File: config.mk
export PLATFORM = sky130hd
export DESIGN_NAME = psg_channel
export DESIGN_NICKNAME = d
export VERILOG_FILES = /design/src/rtl/psg_channel.sv
export SDC_FILE = /design/constraint.sdc
export NUM_CORES = 1
export LEC_CHECK = 0
export CAP_MARGIN = 0
export CORE_MARGIN = 3
export CORE_UTILIZATION = 50
export DETAILED_ROUTE_END_ITERATION = 12
export GPL_ROUTABILITY_DRIVEN = 0
export PLACE_DENSITY_LB_ADDON = 0.1
export SLEW_MARGIN = 20
export SYNTH_ARGS = -nofsm -noshare
export SYNTH_HDL_FRONTEND = slang
export SYNTH_SLANG_ARGS = --single-unit
File: constraint.sdc
create_clock -name clk_peripheral -period 4.46 [get_ports clk_peripheral]
set_input_delay 0.446 -clock clk_peripheral [delete_from_list [all_inputs] [get_ports clk_peripheral]]
set_output_delay 0.446 -clock clk_peripheral [all_outputs]
set_load 0.01 [all_outputs]
File: src/rtl/psg_channel.sv
// rtl/psg_channel.sv - AY-style tone/noise channel with mixer, volume and register readback
// Counters and LFSR only move on psg_en; register writes apply every clock.
module psg_channel #(
  parameter int          TONE_W    = 12,
  parameter int          NOISE_W   = 5,
  parameter int          VOL_W     = 4,
  parameter logic [16:0] LFSR_SEED = 17'h00001
) (
  input  logic             clk_peripheral,
  input  logic             reset_n,
  input  logic             psg_en,
  input  logic             wr_en,
  input  logic [2:0]       wr_addr,
  input  logic [7:0]       wr_data,
  input  logic [2:0]       rd_addr,
  output logic [7:0]       rd_data,
  output logic             tone_out,
  output logic             noise_out,
  output logic [VOL_W-1:0] audio_out
);

  logic [TONE_W-1:0]  tone_r;
  logic [NOISE_W-1:0] noise_p;
  logic               tone_dis;
  logic               noise_dis;
  logic [VOL_W-1:0]   vol_r;

  logic [TONE_W-1:0]  tcnt;
  logic [NOISE_W-1:0] ncnt;
  logic               presc;
  logic [16:0]        lfsr;

  logic [TONE_W-1:0]  tone_eff;
  logic [TONE_W:0]    tcnt_inc;
  logic               tone_wrap;
  logic [NOISE_W-1:0] noise_eff;
  logic [NOISE_W:0]   ncnt_inc;
  logic               noise_wrap;
  logic               mix_on;

  // A zero period behaves as 1; the >= compare also catches a period shrunk below the count.
  assign tone_eff   = (tone_r == '0) ? TONE_W'(1) : tone_r;
  assign tcnt_inc   = {1'b0, tcnt} + {{TONE_W{1'b0}}, 1'b1};
  assign tone_wrap  = tcnt_inc >= {1'b0, tone_eff};
  assign noise_eff  = (noise_p == '0) ? NOISE_W'(1) : noise_p;
  assign ncnt_inc   = {1'b0, ncnt} + {{NOISE_W{1'b0}}, 1'b1};
  assign noise_wrap = ncnt_inc >= {1'b0, noise_eff};
  assign noise_out  = lfsr[0];
  assign mix_on     = (tone_out | tone_dis) & (noise_out | noise_dis);

  always_ff @(posedge clk_peripheral or negedge reset_n) begin
    if (!reset_n) begin
      tone_r    <= '0;
      noise_p   <= '0;
      tone_dis  <= 1'b0;
      noise_dis <= 1'b0;
      vol_r     <= '0;
    end else if (wr_en) begin
      case (wr_addr)
        3'd0: tone_r[7:0]        <= wr_data;
        3'd1: tone_r[TONE_W-1:8] <= wr_data[TONE_W-9:0];
        3'd2: noise_p            <= wr_data[NOISE_W-1:0];
        3'd3: begin
          tone_dis  <= wr_data[0];
          noise_dis <= wr_data[1];
        end
        3'd4: vol_r              <= wr_data[VOL_W-1:0];
        default: ;
      endcase
    end
  end

  always_ff @(posedge clk_peripheral or negedge reset_n) begin
    if (!reset_n) begin
      tcnt     <= '0;
      tone_out <= 1'b0;
    end else if (psg_en) begin
      if (tone_wrap) begin
        tcnt     <= '0;
        tone_out <= ~tone_out;
      end else begin
        tcnt <= tcnt_inc[TONE_W-1:0];
      end
    end
  end

  // Noise runs at half the tick rate via a 1-bit prescaler; it steps when presc was set.
  always_ff @(posedge clk_peripheral or negedge reset_n) begin
    if (!reset_n) begin
      presc <= 1'b0;
      ncnt  <= '0;
      lfsr  <= LFSR_SEED;
    end else if (psg_en) begin
      presc <= ~presc;
      if (presc) begin
        if (noise_wrap) begin
          ncnt <= '0;
          lfsr <= {lfsr[0] ^ lfsr[3], lfsr[16:1]};
        end else begin
          ncnt <= ncnt_inc[NOISE_W-1:0];
        end
      end
    end
  end

  always_ff @(posedge clk_peripheral or negedge reset_n) begin
    if (!reset_n) begin
      audio_out <= '0;
      rd_data   <= '0;
    end else begin
      audio_out <= mix_on ? vol_r : '0;
      case (rd_addr)
        3'd0:    rd_data <= tone_r[7:0];
        3'd1:    rd_data <= 8'(tone_r[TONE_W-1:8]);
        3'd2:    rd_data <= 8'(noise_p);
        3'd3:    rd_data <= {6'b0, noise_dis, tone_dis};
        3'd4:    rd_data <= 8'(vol_r);
        default: rd_data <= 8'h00;
      endcase
    end
  end

endmodule

==> load_flow_metrics.sql <==
INSERT INTO impl_metrics (metric_group, metric, value, unit) VALUES
('cts', 'h-tree-depth', '3', ''),
('cells_and_area', 'nets_finish', '399', ''),
('global_route', 'antenna_found_initial', '0', ''),
('routing', 'drc', '0', ''),
('cells_and_area', 'final_common_cell', 'dfrtp_1', ''),
('cells_and_area', 'share_of_cells_above_drive_strength_1', '13.9', '%'),
('sta', 'finClkSkew', '0.00768', 'ns'),
('floorplanning', 'die_area', '8220', 'µm²'),
('floorplanning', 'die_height', '90.7', 'µm'),
('sta', 'setup_violations', '0', ''),
('logic_synthesis', 'synth.avg_cell_area', '10.9', 'µm²'),
('cts', 'clockBufferDepth', '2', ''),
('cells_and_area', 'area_growth_from_synthesis_to_final_layout', '15.6', '%'),
('logic_synthesis', 'total_of_flip_flops_plus_latches_after_synthesis', '71', ''),
('logic_synthesis', 'synthTopCellsByArea', 'dfrtp_1, ha_1, mux2_2', ''),
('floorplanning', 'placeableCoreArea', '6870', 'µm²'),
('setup_path', 'timing.critical_path.arrival', '3.28', 'ns'),
('cts', 'post_cts.repair.setup_buffers', '0', ''),
('power', 'irDropWorstVdd', '234', 'µV'),
('setup_path', 'critPathLaunch', 'tcnt[0]', ''),
('cts', 'tritoncts.num_buffers', '9', ''),
('setup_path', 'endpoint_kind', 'flip-flop', ''),
('routing', 'drt-initial-drc-count', '132', ''),
('logic_synthesis', 'synth_area_leader_cell', 'dfrtp_1', ''),
('power', 'power.internal', '1.21', 'mW'),
('power', 'net_switching_power', '0.638', 'mW'),
('logic_synthesis', 'async_reset_ff_share', '100', '%'),
('global_route', 'grt_start_max_net_pins', '44', ''),
('sta', 'rsz0062_at_grt', 'false', ''),
('cts', 'cts_hold_repair_buffers', '0', ''),
('floorplanning', 'std_cell_rows', '30', ''),
('logic_synthesis', 'netlist_instances', '329', ''),
('cts', 'tritoncts_clock_tree', 'done', ''),
('sta', 'tns', '0', 'ns'),
('power', 'switching_share_of_power', '34.5', '%'),
('power', 'power.density_cell_area', '447', 'nW/µm²'),
('global_route', 'grt_first_pass_wirelength', '12100', 'µm'),
('cts', 'clk_transition_reported_paths', '0.08', 'ns'),
('place', 'dp.final_hpwl', '5200', 'µm'),
('setup_path', 'crit_required', '4.74', 'ns'),
('routing', 'ant_nets', '0', ''),
('sta', 'min_period', '2.99', 'ns'),
('place', 'port_buffers', '31', ''),
('sta', 'finalMaxSlewViolations', '0', ''),
('sta', 'worst-slew-pin-transition', '1.06', 'ns'),
('cts', 'cts_root_buffer', 'clkbuf_8', ''),
('hold_path', 'worst_hold_path_type', 'in2async', ''),
('power', 'p_leak', '1.95', 'nW'),
('routing', 'drtPass1Iterations', '4', ''),
('sta', 'finalHoldViolCount', '0', ''),
('power', 'clockPowerShare', '24.4', '%'),
('logic_synthesis', 'ys_dominant_reg_cell', 'dfrtp_1', ''),
('logic_synthesis', 'ys_warn_count', '0', ''),
('outcome', 'status', 'finished clean', ''),
('global_route', 'gr-usage-all-layers', '18.6', '%'),
('power', 'power.share.sequential', '46.1', '%'),
('global_route', 'grt_overflow', '0', ''),
('logic_synthesis', 'synth_fp_nets', '366', ''),
('cells_and_area', 'layout.filler_cells', '595', ''),
('routing', 'postRouteWirelength', '6950', 'µm'),
('setup_path', 'crit_type', 'reg2reg', ''),
('cells_and_area', 'final_cell_mix', 'dfrtp_1, nand2_1, clkdlybuf4s50_1', ''),
('floorplanning', 'ios', '32', ''),
('setup_path', 'crit_path_start_kind', 'flip-flop', ''),
('sta', 'tightest_slew_margin_relative_to_the_limit', '28.5', '%'),
('setup_path', 'critical_path.max_fanout', '12', ''),
('logic_synthesis', 'synth.yosys.seq_area_share', '49.6', '%'),
('routing', 'routed-via-count', '2466', ''),
('run', 'maxCapViolCount', '0', ''),
('setup_path', 'r2r-start', 'tcnt[0]', ''),
('logic_synthesis', 'synth.distinct_cells', '49', '');
[through the flow]
stage / instances / util [%] / setup WS [ns] / area [µm²] / total power [mW]
floorplan: 329 / - / 1.94 / 3580 / 1.24
global placement: 447 / 57.7 / 1.57 / 3960 / 1.41
detailed placement: 447 / 57.8 / 1.49 / 3970 / 1.41
CTS: 463 / 60.3 / 1.47 / 4140 / 1.87
global route: 463 / 60.3 / 1.18 / 4140 / 2.00
finish: 463 / 60.3 / 1.47 / 4140 / 1.85
[worst paths after layout]
path                                   to  slack [ns]  cells past startpoint
worst min register to register    lfsr[3]        0.50                      1
worst max register to register    tcnt[4]        1.47                     12
worst max-delay path              tcnt[4]        1.47                     12
max in group asynchronous         lfsr[0]        3.33                      2
min in group clk_peripheral       lfsr[3]        0.50                      1
worst min-delay path            tone_r[2]        0.13                      1
[registers in the layout, indices dropped and copies added (netlist names)]
signal / count
tcnt: 12
tone_r: 12
noise_p: 5
lfsr: 17
ncnt: 5
presc: 1
rd_data: 8
vol_r: 4
tone_out: 1
tone_dis: 1
audio_out: 4
noise_dis: 1
[power groups by stage]
stage	logic [mW]	registers (mW)	clock network [mW]
2_1_floorplan	0.408	0.837	0
3_3_place_gp	0.542	0.864	0
3_5_place_dp	0.547	0.868	0
4_1_cts	0.553	0.855	0.465
5_1_grt	0.630	0.875	0.494
6_report	0.547	0.854	0.451
[final cells by class]
class | instances | area [µm²] | share of cell area, %
clock buffer | 9 | 124 | 2.99
clock inverter | 7 | 48.8 | 1.18
inverter | 19 | 71.3 | 1.72
multi-input combinational | 228 | 1680 | 40.6
sequential | 71 | 1780 | 42.9
tap | 96 | 120 | 2.90
timing repair buffer | 33 | 320 | 7.73
[worst max-delay path, stage by stage (launching register included)]
cell and delay (ns):
dfrtp_1 0.42, ha_1 0.24, and3_4 0.23, nand3_2 0.13, nor2_1 0.16, xor2_1 0.24
ha_1 0.28, a21o_1 0.16, a21oi_1 0.14, o21a_1 0.15, nand3_1 0.34, o21ai_0 0.30
a21o_1 0.14
[cells by family after synthesis]
logic type | after synthesis | synth area share (%)
compound gates | 68 | 12.1
xor+xnor | 16 | 3.91
fa+ha+maj | 19 | 6.63
buf+inv | 30 | 3.74
flops | 71 | 49.6
mux | 28 | 9.71
simple gates | 97 | 14.3
[synth_stat cells, types with 5 or more instances]
library cell	instances
nand2b_1	5
mux2_2	14
xor2_1	8
nor3_1	7
nor2_1	6
o21ai_0	28
inv_1	19
mux2_4	10
nand2_1	38
clkbuf_1	7
a21o_1	5
dfrtp_1	70
xnor2_1	8
a21oi_1	7
and2_1	7
nand3_1	14
o2bb2ai_1	8
ha_1	19
[layer usage]
layer | global-route usage (%) | routed length (µm) | vias up | share of wire [%]
li1 | - | - | 1230 | -
met1 | 26.4 | 3360 | 1181 | 48
met2 | 27.5 | 3180 | 42 | 46
met3 | 3.50 | 236 | 13 | 3.4
met4 | 8.67 | 163 | 0 | 2.3
met5 | 0 | 0 | - | 0
No activity file was read; power rests on OpenSTA's default activity.
